$ cat src/rtl/date_calendar_if.sv
// Control, load and date-output bundle for the BCD date calendar.
// The master side drives strobes and load values; the slave side returns the date.
interface date_calendar_if;
    logic        dayroll;
    logic        freeze;
    logic        inc;
    logic        dec;
    logic [1:0]  sel;
    logic        load;
    logic [7:0]  ld_dd;
    logic [7:0]  ld_mm;
    logic [15:0] ld_yyyy;
    logic [2:0]  ld_dow;
    logic [7:0]  dd;
    logic [7:0]  mm;
    logic [15:0] yyyy;
    logic [2:0]  dow;
    logic        yr_wrap;
    logic        load_err;

    modport master (
        output dayroll, freeze, inc, dec, sel, load, ld_dd, ld_mm, ld_yyyy, ld_dow,
        input  dd, mm, yyyy, dow, yr_wrap, load_err
    );

    modport slave (
        input  dayroll, freeze, inc, dec, sel, load, ld_dd, ld_mm, ld_yyyy, ld_dow,
        output dd, mm, yyyy, dow, yr_wrap, load_err
    );
endinterface

$ cat src/rtl/date_calendar.sv
// BCD calendar with day roll, manual adjust and validated direct load.
// Day-of-week tracking is built only when DATE_CALENDAR_DOW_EN is defined.
module date_calendar #(
    parameter logic [7:0]  RESET_DD   = 8'h01,
    parameter logic [7:0]  RESET_MM   = 8'h01,
    parameter logic [15:0] RESET_YYYY = 16'h2024,
    parameter logic [15:0] YEAR_MIN   = 16'h0000,
    parameter logic [15:0] YEAR_MAX   = 16'h9999,
    parameter logic [2:0]  RESET_DOW  = 3'd0
) (
    input logic            clk,
    input logic            rst,
    date_calendar_if.slave cal
);

`ifdef DATE_CALENDAR_DOW_EN
    localparam bit DOW_EN = 1'b1;
`else
    localparam bit DOW_EN = 1'b0;
`endif

    logic [7:0]  dd_q, dd_n, mm_q, mm_n;
    logic [15:0] yyyy_q, yyyy_n;
    logic [2:0]  dow_q, dow_n;
    logic        wrap_q, wrap_n, err_q, err_n;
    logic [7:0]  md_cur;
    logic        ld_ok;

    // Leap rule works on the decimal digits, so 2100 is common and 2000 is leap.
    function automatic logic is_leap(input logic [15:0] y);
        logic [6:0] cc, yy;
        cc = 7'(y[15:12]) * 7'd10 + 7'(y[11:8]);
        yy = 7'(y[7:4]) * 7'd10 + 7'(y[3:0]);
        return (yy != 7'd0) ? (yy[1:0] == 2'b00) : (cc[1:0] == 2'b00);
    endfunction

    function automatic logic [7:0] max_day(input logic [7:0] m, input logic [15:0] y);
        case (m)
            8'h04, 8'h06, 8'h09, 8'h11: max_day = 8'h30;
            8'h02:                      max_day = is_leap(y) ? 8'h29 : 8'h28;
            default:                    max_day = 8'h31;
        endcase
    endfunction

    function automatic logic all_bcd(input logic [31:0] v);
        logic ok;
        ok = 1'b1;
        for (int i = 0; i < 8; i++) if (v[4*i +: 4] > 4'd9) ok = 1'b0;
        return ok;
    endfunction

    function automatic logic [7:0] bcd2_inc(input logic [7:0] b);
        return (b[3:0] == 4'h9) ? {b[7:4] + 4'h1, 4'h0} : {b[7:4], b[3:0] + 4'h1};
    endfunction

    function automatic logic [7:0] bcd2_dec(input logic [7:0] b);
        return (b[3:0] == 4'h0) ? {b[7:4] - 4'h1, 4'h9} : {b[7:4], b[3:0] - 4'h1};
    endfunction

    function automatic logic [15:0] bcd4_step(input logic [15:0] b, input logic up);
        logic [15:0] r;
        logic        carry;
        r = b;
        carry = 1'b1;
        for (int i = 0; i < 4; i++) begin
            if (carry) begin
                if (up && r[4*i +: 4] == 4'h9) r[4*i +: 4] = 4'h0;
                else if (!up && r[4*i +: 4] == 4'h0) r[4*i +: 4] = 4'h9;
                else begin
                    r[4*i +: 4] = up ? r[4*i +: 4] + 4'h1 : r[4*i +: 4] - 4'h1;
                    carry = 1'b0;
                end
            end
        end
        return r;
    endfunction

    function automatic logic [7:0] clamp(input logic [7:0] d, input logic [7:0] md);
        return (d > md) ? md : d;
    endfunction

    assign md_cur = max_day(mm_q, yyyy_q);
    assign ld_ok  = all_bcd({cal.ld_dd, cal.ld_mm, cal.ld_yyyy})
                    && cal.ld_mm >= 8'h01 && cal.ld_mm <= 8'h12
                    && cal.ld_dd >= 8'h01 && cal.ld_dd <= max_day(cal.ld_mm, cal.ld_yyyy)
                    && cal.ld_yyyy >= YEAR_MIN && cal.ld_yyyy <= YEAR_MAX
                    && (!DOW_EN || cal.ld_dow != 3'd7);

    // Load wins over manual adjust, which wins over dayroll; losers are dropped.
    always_comb begin
        dd_n   = dd_q;
        mm_n   = mm_q;
        yyyy_n = yyyy_q;
        dow_n  = dow_q;
        wrap_n = 1'b0;
        err_n  = 1'b0;
        if (cal.load) begin
            if (ld_ok) begin
                dd_n   = cal.ld_dd;
                mm_n   = cal.ld_mm;
                yyyy_n = cal.ld_yyyy;
                if (DOW_EN) dow_n = cal.ld_dow;
            end else begin
                err_n = 1'b1;
            end
        end else if (cal.freeze) begin
            if (cal.inc ^ cal.dec) begin
                case (cal.sel)
                    2'b01: begin
                        if (cal.inc) begin
                            dd_n  = (dd_q >= md_cur) ? 8'h01 : bcd2_inc(dd_q);
                            dow_n = (dow_q >= 3'd6) ? 3'd0 : dow_q + 3'd1;
                        end else begin
                            dd_n  = (dd_q <= 8'h01) ? md_cur : bcd2_dec(dd_q);
                            dow_n = (dow_q == 3'd0) ? 3'd6 : dow_q - 3'd1;
                        end
                    end
                    2'b10: begin
                        if (cal.inc) mm_n = (mm_q >= 8'h12) ? 8'h01 : bcd2_inc(mm_q);
                        else         mm_n = (mm_q <= 8'h01) ? 8'h12 : bcd2_dec(mm_q);
                        dd_n = clamp(dd_q, max_day(mm_n, yyyy_q));
                    end
                    2'b11: begin
                        if (cal.inc) begin
                            yyyy_n = (yyyy_q >= YEAR_MAX) ? YEAR_MIN : bcd4_step(yyyy_q, 1'b1);
                            wrap_n = (yyyy_q >= YEAR_MAX);
                        end else begin
                            yyyy_n = (yyyy_q <= YEAR_MIN) ? YEAR_MAX : bcd4_step(yyyy_q, 1'b0);
                        end
                        dd_n = clamp(dd_q, max_day(mm_q, yyyy_n));
                    end
                    default: ;
                endcase
            end
        end else if (cal.dayroll) begin
            dow_n = (dow_q >= 3'd6) ? 3'd0 : dow_q + 3'd1;
            if (dd_q < md_cur) begin
                dd_n = bcd2_inc(dd_q);
            end else begin
                dd_n = 8'h01;
                if (mm_q < 8'h12) begin
                    mm_n = bcd2_inc(mm_q);
                end else begin
                    mm_n   = 8'h01;
                    yyyy_n = (yyyy_q >= YEAR_MAX) ? YEAR_MIN : bcd4_step(yyyy_q, 1'b1);
                    wrap_n = (yyyy_q >= YEAR_MAX);
                end
            end
        end
    end

    always_ff @(posedge clk or posedge rst) begin
        if (rst) begin
            dd_q   <= RESET_DD;
            mm_q   <= RESET_MM;
            yyyy_q <= RESET_YYYY;
            dow_q  <= RESET_DOW;
            wrap_q <= 1'b0;
            err_q  <= 1'b0;
        end else begin
            dd_q   <= dd_n;
            mm_q   <= mm_n;
            yyyy_q <= yyyy_n;
            dow_q  <= DOW_EN ? dow_n : RESET_DOW;
            wrap_q <= wrap_n;
            err_q  <= err_n;
        end
    end

    assign cal.dd       = dd_q;
    assign cal.mm       = mm_q;
    assign cal.yyyy     = yyyy_q;
    assign cal.dow      = DOW_EN ? dow_q : 3'd0;
    assign cal.yr_wrap  = wrap_q;
    assign cal.load_err = err_q;

endmodule

$ cat src/flat_wrapper.sv
// flat-port wrapper written by rule: the top's interface ports become plain ports
module date_calendar_flat 
#(
    parameter logic [7:0]  RESET_DD   = 8'h01,
    parameter logic [7:0]  RESET_MM   = 8'h01,
    parameter logic [15:0] RESET_YYYY = 16'h2024,
    parameter logic [15:0] YEAR_MIN   = 16'h0000,
    parameter logic [15:0] YEAR_MAX   = 16'h9999,
    parameter logic [2:0]  RESET_DOW  = 3'd0
)
  (clk, rst, cal_dayroll, cal_freeze, cal_inc, cal_dec, cal_sel, cal_load, cal_ld_dd, cal_ld_mm, cal_ld_yyyy, cal_ld_dow, cal_dd, cal_mm, cal_yyyy, cal_dow, cal_yr_wrap, cal_load_err);
  date_calendar_if cal_i ();
  input logic clk;
  input logic rst;
  input wire logic [$bits(cal_i.dayroll)-1:0] cal_dayroll;
  input wire logic [$bits(cal_i.freeze)-1:0] cal_freeze;
  input wire logic [$bits(cal_i.inc)-1:0] cal_inc;
  input wire logic [$bits(cal_i.dec)-1:0] cal_dec;
  input wire logic [$bits(cal_i.sel)-1:0] cal_sel;
  input wire logic [$bits(cal_i.load)-1:0] cal_load;
  input wire logic [$bits(cal_i.ld_dd)-1:0] cal_ld_dd;
  input wire logic [$bits(cal_i.ld_mm)-1:0] cal_ld_mm;
  input wire logic [$bits(cal_i.ld_yyyy)-1:0] cal_ld_yyyy;
  input wire logic [$bits(cal_i.ld_dow)-1:0] cal_ld_dow;
  output wire logic [$bits(cal_i.dd)-1:0] cal_dd;
  output wire logic [$bits(cal_i.mm)-1:0] cal_mm;
  output wire logic [$bits(cal_i.yyyy)-1:0] cal_yyyy;
  output wire logic [$bits(cal_i.dow)-1:0] cal_dow;
  output wire logic [$bits(cal_i.yr_wrap)-1:0] cal_yr_wrap;
  output wire logic [$bits(cal_i.load_err)-1:0] cal_load_err;
  assign cal_i.dayroll = cal_dayroll;
  assign cal_i.freeze = cal_freeze;
  assign cal_i.inc = cal_inc;
  assign cal_i.dec = cal_dec;
  assign cal_i.sel = cal_sel;
  assign cal_i.load = cal_load;
  assign cal_i.ld_dd = cal_ld_dd;
  assign cal_i.ld_mm = cal_ld_mm;
  assign cal_i.ld_yyyy = cal_ld_yyyy;
  assign cal_i.ld_dow = cal_ld_dow;
  assign cal_dd = cal_i.dd;
  assign cal_mm = cal_i.mm;
  assign cal_yyyy = cal_i.yyyy;
  assign cal_dow = cal_i.dow;
  assign cal_yr_wrap = cal_i.yr_wrap;
  assign cal_load_err = cal_i.load_err;
  date_calendar #(.RESET_DD(RESET_DD), .RESET_MM(RESET_MM), .RESET_YYYY(RESET_YYYY), .YEAR_MIN(YEAR_MIN), .YEAR_MAX(YEAR_MAX), .RESET_DOW(RESET_DOW)) u_core (.clk(clk), .rst(rst), .cal(cal_i));
endmodule
$ cat config.mk
export PLATFORM = sky130hd
export DESIGN_NAME = date_calendar_flat
export DESIGN_NICKNAME = d
export VERILOG_FILES = /design/src/rtl/date_calendar_if.sv /design/src/rtl/date_calendar.sv /design/src/flat_wrapper.sv
export SDC_FILE = /design/constraint.sdc
export NUM_CORES = 1
export LEC_CHECK = 0
export ABC_CLOCK_PERIOD_IN_PS = 6700
export BUFFER_PORTS_ARGS = -buffer_cell sky130_fd_sc_hd__buf_2
export CAP_MARGIN = 15
export CELL_PAD_IN_SITES_DETAIL_PLACEMENT = 1
export CELL_PAD_IN_SITES_GLOBAL_PLACEMENT = 2
export CORE_ASPECT_RATIO = 0.7
export CORE_MARGIN = 4
export CORE_UTILIZATION = 33
export DETAILED_ROUTE_END_ITERATION = 7
export GPL_ROUTABILITY_DRIVEN = 0
export PLACE_DENSITY_LB_ADDON = 0.15
export SLEW_MARGIN = 20
export SYNTH_ARGS = -nofsm -noshare
export SYNTH_HDL_FRONTEND = slang
export SYNTH_SLANG_ARGS = --single-unit
export TNS_END_PERCENT = 10
$ cat constraint.sdc
create_clock -name clk -period 6.7 [get_ports clk]
set_input_delay 0.67 -clock clk [delete_from_list [all_inputs] [get_ports clk]]
set_output_delay 0.67 -clock clk [all_outputs]
set_load 0.03 [all_outputs]
* Word level (Yosys, flattened, before mapping)
Index checks and enable logic that the tools add are counted.
** Operators by class
- Eq/ne operators :: 34
- Divide/modulo/power cells :: 0
- Shift operators :: 0
- Reduce and logical (&&, ||, !) cells :: 35
- Order comparisons :: 24
- Bitwise logic cells :: 1
- Multiply operators :: 6
- Add/subtract/negate cells :: 22
- Muxes and demuxes :: 157
** Operators with widths (number)
- two-way mux 8 bit :: 38
- two-way mux 16 bit :: 16
- two-way mux 1 bit :: 81
- two-way mux 4 bit :: 17
- case mux 8 bit (2 select lines) :: 4
- == test 8 x 3 -> 1 bit (second input constant) :: 6
- adder 4 x 1 -> 4 bit (second input constant) :: 8
- greater-than comparator 4 bit (second input constant) :: 8
- subtractor 4 x 1 -> 4 bit (second input constant) :: 8
- AND reduction 7 bit :: 4
- == test 4 bit (second input constant) :: 6
- == test 8 x 2 -> 1 bit (second input constant) :: 3
- == test 8 x 4 -> 1 bit (second input constant) :: 3
- == test 8 x 5 -> 1 bit (second input constant) :: 3
- logical NOT 4 bit :: 6
- case mux 8 bit (3 select lines) :: 1
- adder 7 x 4 -> 7 bit :: 3
- nonzero test 7 bit :: 3
- multiplier 4 x 3 -> 6 bit (second input constant) :: 3
- greater-or-equal comparator 16 x 1 -> 1 bit (second input constant) :: 1
- greater-or-equal comparator 16 bit (second input constant) :: 1
- greater-or-equal comparator 8 x 1 -> 1 bit (second input constant) :: 2
- greater-than comparator 8 bit :: 2
- <= comparator 16 x 1 -> 1 bit (second input constant) :: 1
- other kinds (26) :: 51
** Word-level totals
- Memory bits (writable) :: 0
- Output and inout port bits :: 37
- Bits of input ports :: 44
- Memories :: 0
- Bits in read-only memories :: 0
- Latch bits :: 0
- Word-level logic and storage cells :: 288
- Register bits after elaboration :: 34

* Logic depth before layout (Yosys ltp)
Gate-level depths: netlist of the first run.
- Depth after elaboration :: 42
- Mapped depth :: 28
- Gate-level depth less buffers :: 27

* Least setup slack after synthesis of the first run
Ideal clock, no wire load.
- Path type :: register -> register
- From :: register u_core.yyyy_q[0], in the netlist u_core.cal.yyyy[0]
- To :: register u_core.dd_q[0], in the netlist u_core.cal.dd[0]
- Buffers on the path :: 2
- Setup time :: 0.077 ns
- Arrival :: 6.116 ns
- Stages on the path, launching flop included :: 27
- Data required time :: 6.623 ns
- Setup slack :: 0.507 ns
- Period minus slack after synthesis :: 6.193 ns
- Cells stage by stage :: dfrtp_1 -> inv_1 -> ha_1 -> or3b_2 -> buf_2 -> or3_1 -> buf_2 -> o21ai_2 -> o21ai_0 -> a221oi_1 -> ha_1 -> ha_1 -> fa_1 -> xnor2_1 -> o21ai_0 -> nand4b_1 -> a221oi_2 -> nor3_1 -> ha_1 -> or4b_2 -> a21oi_1 -> o21ai_0 -> a31oi_1 -> nor3_4 -> mux2i_1 -> or4b_1 -> o22ai_1
** Between the ends
- Longest elaborated chain between the ends :: 41
- Elaborated cells between the ends (all ways) :: 100
- Those cells by class :: add/sub (5); mul (2); order compare (6); eq/ne (3); mux (77); reduce/logical (7)
** RTL lines
- start, declared :: line date_calendar.sv:23 : logic [15:0] yyyy_q, yyyy_n;
- start signal, assigned :: line date_calendar.sv:163 : yyyy_q <= yyyy_n;
- parallel branches: the longest is 41 deep, another holds == test 4 bit
- end signal, assigned :: line date_calendar.sv:161 : dd_q <= dd_n;
- end, declared :: line date_calendar.sv:22 : logic [7:0] dd_q, dd_n, mm_q, mm_n;
Parallel ways; which one is timed is not known. The select of a mux whose other input is x is not followed.
A chain may end at the register's enable or synchronous reset.

* Worst setup path after layout of the first run
Same ends and word-level chain as after synthesis.

==> run_summary.xml, run 1 <==
<?xml version="1.0" encoding="UTF-8"?>
<metrics>
  <group name="floorplanning">
    <metric name="floorplan.initialDensity" unit="%">33.8</metric>
    <metric name="rows" unit="">38</metric>
    <metric name="die_h" unit="um">114</metric>
    <metric name="ioPinCount" unit="">81</metric>
    <metric name="floorplan.die_area" unit="um2">18000</metric>
    <metric name="die_x" unit="um">159</metric>
    <metric name="floorplan.core_area" unit="um2">15500</metric>
  </group>
  <group name="yosys">
    <metric name="post_synth_inst_count" unit="">722</metric>
    <metric name="ys_top_cells_by_count" unit="">74 x nand2_1, 71 x o21ai_0, 54 x nor2_1</metric>
    <metric name="synthTopCellsByArea" unit="">dfrtp_1 14%, ha_1 10%, o21ai_0 6.8%, nand2_1 5.3%, a21oi_1 4.4%</metric>
    <metric name="synth.top_cell.area_share" unit="%">13.8</metric>
    <metric name="post_synth.cell_area_avg" unit="um2">7.27</metric>
    <metric name="edff_count_synth" unit="">0</metric>
    <metric name="yosysMostFrequentCell" unit="">nand2_1</metric>
    <metric name="synth_area" unit="um2">5250</metric>
    <metric name="synth_top_flop_cell" unit="">dfrtp_1</metric>
    <metric name="library_cell_with_the_largest_summed_area_after_synthesis" unit="">dfrtp_1</metric>
    <metric name="number_of_synthesized_register_bits" unit="">34</metric>
    <metric name="netlist-cell-type-count" unit="">85</metric>
    <metric name="synth-warning-count" unit="">0</metric>
    <metric name="ys_seq_area_share" unit="%">16.3</metric>
    <metric name="async_flop_share" unit="%">100</metric>
  </group>
  <group name="detailed_routing">
    <metric name="wirelength_met1" unit="um">11100</metric>
    <metric name="vias" unit="">5874</metric>
    <metric name="drt-total-wl" unit="um">21200</metric>
    <metric name="detail_route.vias_per_cell" unit="">6.05</metric>
    <metric name="dr.max_layer_used" unit="">met4</metric>
    <metric name="detailroute.wirelength.met3" unit="um">1090</metric>
    <metric name="avgRoutedWirePerCell" unit="um">21.9</metric>
    <metric name="drt_drc_violations_left" unit="">0</metric>
    <metric name="routed-wl-met2" unit="um">8740</metric>
    <metric name="dr.first_iter.drc_count" unit="">372</metric>
    <metric name="first_pass_drt_iterations" unit="">5</metric>
    <metric name="final_antenna_net_count" unit="">0</metric>
  </group>
  <group name="cts">
    <metric name="ctsRootBufferMaster" unit="">clkbuf_16</metric>
    <metric name="cts_inserted_buffers" unit="">5</metric>
    <metric name="clkTransAtPathRegs" unit="ps">60</metric>
    <metric name="holdBufCountCts" unit="">0</metric>
    <metric name="htree_levels" unit="">2</metric>
    <metric name="cts_post_setup_buffers_inserted" unit="">0</metric>
    <metric name="cts_tree" unit="">built</metric>
    <metric name="numClockSinks" unit="">34</metric>
    <metric name="clock_path_buffers" unit="">2</metric>
    <metric name="clock_latency" unit="ps">300</metric>
  </group>
  <group name="timing">
    <metric name="slew-limit-headroom" unit="%">37.8</metric>
    <metric name="grt_setup_unrepaired" unit="">no</metric>
    <metric name="count_of_final_setup_violators" unit="">0</metric>
    <metric name="slew_violations" unit="">0</metric>
    <metric name="finalCritPeriodShare" unit="%">95.0</metric>
    <metric name="min_period" unit="ps">6360</metric>
    <metric name="worst_slew_pin_slew" unit="ps">925</metric>
    <metric name="achievable_frequency" unit="MHz">157</metric>
    <metric name="post_layout_worst_setup_margin" unit="ps">337</metric>
    <metric name="tns" unit="ps">0</metric>
    <metric name="finalHoldViolCount" unit="">0</metric>
    <metric name="worst_clock_skew" unit="ps">8.05</metric>
  </group>
  <group name="critical_path">
    <metric name="crit_path_start_kind" unit="">register</metric>
    <metric name="cp-end-kind" unit="">register</metric>
    <metric name="timing.critical_path.fanout_max" unit="">9</metric>
    <metric name="worstSetupPathType" unit="">reg2reg</metric>
    <metric name="cp_data_required_time" unit="ps">6920</metric>
    <metric name="rr_worst_depth" unit="">24</metric>
    <metric name="timing.critical_path.arrival" unit="ps">6590</metric>
  </group>
  <group name="grt">
    <metric name="grt_max_degree" unit="">35</metric>
    <metric name="grt_first_pass_wirelength" unit="um">33700</metric>
    <metric name="grt_antenna_before_repair" unit="">0</metric>
    <metric name="grt_usage" unit="%">23.3</metric>
    <metric name="grt_pass1_vias" unit="">5885</metric>
    <metric name="overflow" unit="">0</metric>
  </group>
  <group name="job">
    <metric name="timing.max_cap.violations" unit="">0</metric>
  </group>
  <group name="pwr">
    <metric name="p_seq_share" unit="%">21.1</metric>
    <metric name="powerDensity" unit="nW/um2">396</metric>
    <metric name="power_frac_clock" unit="%">10.2</metric>
    <metric name="vdd.ir_drop.worst" unit="uV">166</metric>
    <metric name="switchingPower" unit="uW">1320</metric>
    <metric name="comb_power_share" unit="%">68.7</metric>
    <metric name="p_leak" unit="uW">0.00248</metric>
    <metric name="cell_internal_power" unit="uW">1050</metric>
    <metric name="switching_share" unit="%">55.8</metric>
  </group>
  <group name="finish">
    <metric name="n_antenna_cell" unit="">0</metric>
    <metric name="postLayoutCellArea" unit="um2">5970</metric>
    <metric name="finish.net_count" unit="">864</metric>
    <metric name="finalCoreUtilization" unit="%">38.4</metric>
    <metric name="area_growth" unit="%">13.8</metric>
    <metric name="fill_cells" unit="">1947</metric>
    <metric name="fraction_of_layout_cells_with_a_size_suffix_above_1" unit="%">18.0</metric>
  </group>
  <group name="placement">
    <metric name="detailedPlacementHpwl" unit="um">16500</metric>
    <metric name="post-place-ws" unit="ps">259</metric>
    <metric name="io_buffer_count" unit="">74</metric>
    <metric name="placement.cell_area" unit="um2">5800</metric>
  </group>
  <group name="worst_hold_path">
    <metric name="worstHoldPathType" unit="">in2async</metric>
  </group>
  <group name="outcome">
    <metric name="run_status" unit="">complete, no violations</metric>
  </group>
</metrics>
-- area by class of cell --
cell class | count | area [um2] | area share (%)
well taps | 200 | 250 | 4.19
repair buffers | 94 | 520 | 8.72
multi-input cells | 603 | 4080 | 68.4
clock buffers | 7 | 133 | 2.22
inverters | 33 | 124 | 2.08
flip-flops and latches | 34 | 858 | 14.4
-- flip-flops by register name (all words and copies together) (netlist names) --
name                 count
u_core.cal.yr_wrap       1
u_core.cal.load_err      1
u_core.cal.yyyy         16
u_core.cal.mm            8
u_core.cal.dd            8
-- through the flow --
stage	total power (uW)	std cells	hold slack, ps
finish	2370	971	505
global route	2580	971	551
CTS	2360	971	534
detailed placement	2100	964	596
global placement	2050	964	570
floorplan	1620	724	699
-- layout by cell type (no fill, tap or decap), types with 10 or more instances in the layout --
cell | Yosys | layout
buf_4 | 3 | 20
o21ai_0 | 71 | 71
nor2_1 | 54 | 54
nor3_1 | 29 | 29
or3_1 | 13 | 13
nand2_1 | 74 | 73
inv_1 | 33 | 33
mux2i_1 | 10 | 10
a31oi_1 | 12 | 11
buf_2 | 10 | 74
a221oi_1 | 10 | 10
a21oi_1 | 46 | 46
ha_1 | 43 | 42
o22ai_1 | 11 | 10
nand4_1 | 12 | 12
dfrtp_1 | 29 | 28
nand3_1 | 21 | 21
o211ai_1 | 12 | 12
nand2b_1 | 10 | 10
o21a_1 | 10 | 10
-- kinds of logic after synthesis --
group	share of synthesized area [%]
and+or+nand+nor	26.0
AOI/OAI and AO/OA	32.4
buffers and inverters	6.68
adders and majority gates	12.5
DFF	16.3
xor gates and xnor gates	3.00
muxes	2.98
other	0.0715
-- power by group through the flow --
stage / clock network [uW] / logic, uW / registers (uW)
2_1_floorplan: 0 / 1100 / 515
3_3_place_gp: 0 / 1560 / 490
3_5_place_dp: 0 / 1600 / 498
4_1_cts: 246 / 1610 / 496
5_1_grt: 256 / 1800 / 524
6_report: 241 / 1630 / 500
-- critical path: stages (launching register included) --
cell,delay (ps)
dfrtp_2,480
inv_1,130
ha_2,240
or3b_1,380
a311oi_2,420
o211ai_1,300
o22ai_1,320
or2_2,150
ha_1,220
ha_1,210
fa_1,490
xnor2_1,250
o21ai_0,150
nand4b_1,140
a221oi_2,90
nor3_1,230
ha_1,180
or4b_2,590
a21oi_1,130
o21ai_0,100
a31oi_2,270
nor3_4,70
mux2i_1,140
or4b_1,470
o22ai_1,140
-- worst paths after layout --
check / startpoint / endpoint / slack (ps)
min reg2reg: u_core.cal.yyyy[13] / u_core.cal.yyyy[13] / 620
min: rst / u_core.cal.mm[5] / 500
min in group clk: u_core.cal.yyyy[13] / u_core.cal.yyyy[13] / 620
max: u_core.cal.yyyy[0] / u_core.cal.dd[0] / 340
max reg2reg: u_core.cal.yyyy[0] / u_core.cal.dd[0] / 340
max in group asynchronous: rst / u_core.cal.yyyy[0] / 5780
-- routing by layer --
layer / vias up / GRT usage, %
met5: - / 0
met4: 0 / 4.57
met3: 20 / 4.44
met2: 141 / 33.4
met1: 2932 / 36.0
li1: 2781 / -
-- repair_timing --
item                                   CTS  global route
endpoints found under the hold margin    0             0
setup endpoints to repair                0             5
gates resized for setup                  0             7
No activity file was read; power rests on OpenSTA's default activity.
==> inputs of run 2 (changes only) <==
--- a/config.mk
+++ b/config.mk
@@ -15,7 +15,7 @@
 export CORE_UTILIZATION = 33
 export DETAILED_ROUTE_END_ITERATION = 7
 export GPL_ROUTABILITY_DRIVEN = 0
-export PLACE_DENSITY_LB_ADDON = 0.15
+export PLACE_DENSITY_LB_ADDON = 0.1
 export SLEW_MARGIN = 20
 export SYNTH_ARGS = -nofsm -noshare
 export SYNTH_HDL_FRONTEND = slang
==> run 2 against run 1 <==
Sequential share of layout area hardly changed. Register-to-register slack improved by 60 ps. Die area unchanged. Worst setup slack better by 59 ps. Flip-flop and latch count stayed put. Power up 1.1%. Largest power group unchanged.
==> run_summary.xml, run 2 (synthesized netlist as in run 1, its figures left out) <==
<?xml version="1.0" encoding="UTF-8"?>
<metrics>
  <group name="outcome">
    <metric name="run_status" unit="">complete, no violations</metric>
  </group>
  <group name="critical_path">
    <metric name="timing.critical_path.arrival" unit="ps">6530</metric>
    <metric name="cp_data_required_time" unit="ps">6930</metric>
    <metric name="timing.critical_path.fanout_max" unit="">9</metric>
    <metric name="regToRegSetupSlack" unit="ps">400</metric>
    <metric name="timing.rr.end" unit="">u_core.cal.dd[0]</metric>
    <metric name="worstSetupPathType" unit="">reg2reg</metric>
    <metric name="rr_worst_depth" unit="">24</metric>
    <metric name="crit-reg2reg-launch" unit="">u_core.cal.yyyy[0]</metric>
    <metric name="crit_path_start_kind" unit="">register</metric>
    <metric name="cp-end-kind" unit="">register</metric>
  </group>
  <group name="timing">
    <metric name="worst_clock_skew" unit="ps">8.43</metric>
    <metric name="worst_slew_pin_slew" unit="ps">992</metric>
    <metric name="min_period" unit="ps">6300</metric>
    <metric name="finalCritPeriodShare" unit="%">94.1</metric>
    <metric name="post_layout_worst_setup_margin" unit="ps">395</metric>
    <metric name="tns" unit="ps">0</metric>
    <metric name="count_of_final_setup_violators" unit="">0</metric>
    <metric name="grt_setup_unrepaired" unit="">no</metric>
    <metric name="finalHoldViolCount" unit="">0</metric>
    <metric name="achievable_frequency" unit="MHz">159</metric>
    <metric name="slew-limit-headroom" unit="%">33.3</metric>
    <metric name="slew_violations" unit="">0</metric>
  </group>
  <group name="placement">
    <metric name="detailedPlacementHpwl" unit="um">16500</metric>
    <metric name="post-place-ws" unit="ps">262</metric>
    <metric name="io_buffer_count" unit="">74</metric>
  </group>
  <group name="worst_hold_path">
    <metric name="worstHoldPathType" unit="">in2async</metric>
  </group>
  <group name="floorplanning">
    <metric name="floorplan.initialDensity" unit="%">33.8</metric>
    <metric name="ioPinCount" unit="">81</metric>
    <metric name="die_h" unit="um">114</metric>
    <metric name="rows" unit="">38</metric>
    <metric name="floorplan.die_area" unit="um2">18000</metric>
    <metric name="floorplan.core_area" unit="um2">15500</metric>
    <metric name="die_x" unit="um">159</metric>
  </group>
  <group name="detailed_routing">
    <metric name="first_pass_drt_iterations" unit="">5</metric>
    <metric name="drt-total-wl" unit="um">21200</metric>
    <metric name="dr.max_layer_used" unit="">met4</metric>
    <metric name="vias" unit="">5941</metric>
    <metric name="detailroute.wirelength.met3" unit="um">1020</metric>
    <metric name="final_antenna_net_count" unit="">0</metric>
    <metric name="wirelength_met1" unit="um">11100</metric>
    <metric name="avgRoutedWirePerCell" unit="um">21.8</metric>
    <metric name="dr.first_iter.drc_count" unit="">413</metric>
    <metric name="detail_route.vias_per_cell" unit="">6.11</metric>
    <metric name="routed-wl-met2" unit="um">8830</metric>
    <metric name="drt_drc_violations_left" unit="">0</metric>
  </group>
  <group name="cts">
    <metric name="cts_tree" unit="">built</metric>
    <metric name="numClockSinks" unit="">34</metric>
    <metric name="clkTransAtPathRegs" unit="ps">70</metric>
    <metric name="cts_inserted_buffers" unit="">5</metric>
    <metric name="clock_latency" unit="ps">300</metric>
    <metric name="htree_levels" unit="">2</metric>
    <metric name="clock_path_buffers" unit="">2</metric>
    <metric name="ctsRootBufferMaster" unit="">clkbuf_16</metric>
  </group>
  <group name="finish">
    <metric name="area_growth" unit="%">14.1</metric>
    <metric name="fraction_of_layout_cells_with_a_size_suffix_above_1" unit="%">18.2</metric>
    <metric name="finalCoreUtilization" unit="%">38.5</metric>
    <metric name="most-common-layout-cells" unit="">74 x nand2_1, 74 x buf_2, 71 x o21ai_0, 54 x nor2_1, 46 x a21oi_1</metric>
    <metric name="finish.net_count" unit="">865</metric>
    <metric name="number_of_flip_flops_in_the_largest_register" unit="">16</metric>
    <metric name="n_antenna_cell" unit="">0</metric>
    <metric name="fill_cells" unit="">1967</metric>
  </group>
  <group name="grt">
    <metric name="grt_pass1_vias" unit="">6075</metric>
    <metric name="grt_antenna_before_repair" unit="">0</metric>
    <metric name="overflow" unit="">0</metric>
    <metric name="grt_max_degree" unit="">56</metric>
    <metric name="grt_first_pass_wirelength" unit="um">34400</metric>
    <metric name="grt_usage" unit="%">23.5</metric>
  </group>
  <group name="pwr">
    <metric name="vdd.ir_drop.worst" unit="uV">184</metric>
    <metric name="powerDensity" unit="nW/um2">400</metric>
    <metric name="p_leak" unit="uW">0.00249</metric>
  </group>
  <group name="job">
    <metric name="timing.max_cap.violations" unit="">0</metric>
  </group>
</metrics>
[run 2: final cells by class]
cell class / count / area, um2 / area share [%]
Multi-Input combinational cell: 603 / 4080 / 68.1
Clock inverter: 1 / 5.00 / 0.0836
Clock buffer: 7 / 143 / 2.38
Inverter: 33 / 124 / 2.07
Tap cell: 200 / 250 / 4.18
Timing Repair Buffer: 95 / 528 / 8.82
Sequential cell: 34 / 858 / 14.3
[run 2: where the power goes]
group	switching (uW)	total [uW]	internal [uW]
Clock	109	257	148
Combinational	1010	1640	626
Sequential	209	497	288
[run 2: critical path, stage by stage, from the launching register on]
cell	delay (ps)
dfrtp_2	480
inv_1	130
ha_2	250
or3b_1	370
a311oi_2	440
o21ai_2	150
o32ai_4	390
or2_2	170
ha_1	220
ha_1	210
fa_1	490
xnor2_1	220
o21ai_0	110
nand4b_1	150
a221oi_2	100
nor3_1	220
ha_1	170
or4b_2	580
a21oi_1	130
o21ai_0	80
a31oi_1	300
nor3_4	80
mux2i_1	150
or4b_1	490
o22ai_1	150
[run 2: metal layers]
layer	track usage, %	vias up
li1	-	2787
met1	36.0	2978
met2	35.2	161
met3	3.36	15
met5	0	-
met4	4.86	0
[run 2: how the worst max path moves through the flow]
| stage | from | end | slack (ps) |
|---|---|---|---|
| after detailed placement | u_core.cal.yyyy[0] | u_core.cal.dd[0] | 260 |
| after CTS | u_core.cal.yyyy[0] | u_core.cal.dd[0] | 220 |
| final | u_core.cal.yyyy[0] | u_core.cal.dd[0] | 400 |
| after global placement | u_core.cal.yyyy[0] | u_core.cal.dd[0] | 390 |
| after floorplan | u_core.cal.yyyy[0] | u_core.cal.dd[0] | 510 |
| after global routing | u_core.cal.yyyy[0] | u_core.cal.dd[0] | 10 |
[run 2: stage by stage]
| step | hold WS (ps) | instance area [um2] | instances | total power, uW |
|---|---|---|---|---|
| CTS | 524 | 5950 | 972 | 2380 |
| finish | 513 | 5990 | 973 | 2390 |
| global route | 579 | 5990 | 973 | 2630 |
| floorplan | 699 | 5260 | 724 | 1620 |
| detailed placement | 561 | 5800 | 964 | 2110 |
| global placement | 544 | 5800 | 964 | 2050 |
[run 2: repair_timing]
item | 4_1_cts | 5_1_grt
hold buffers | 0 | 0
setup endpoints to repair | 0 | 5
buffers inserted | 0 | 1
resized for setup | 0 | 6
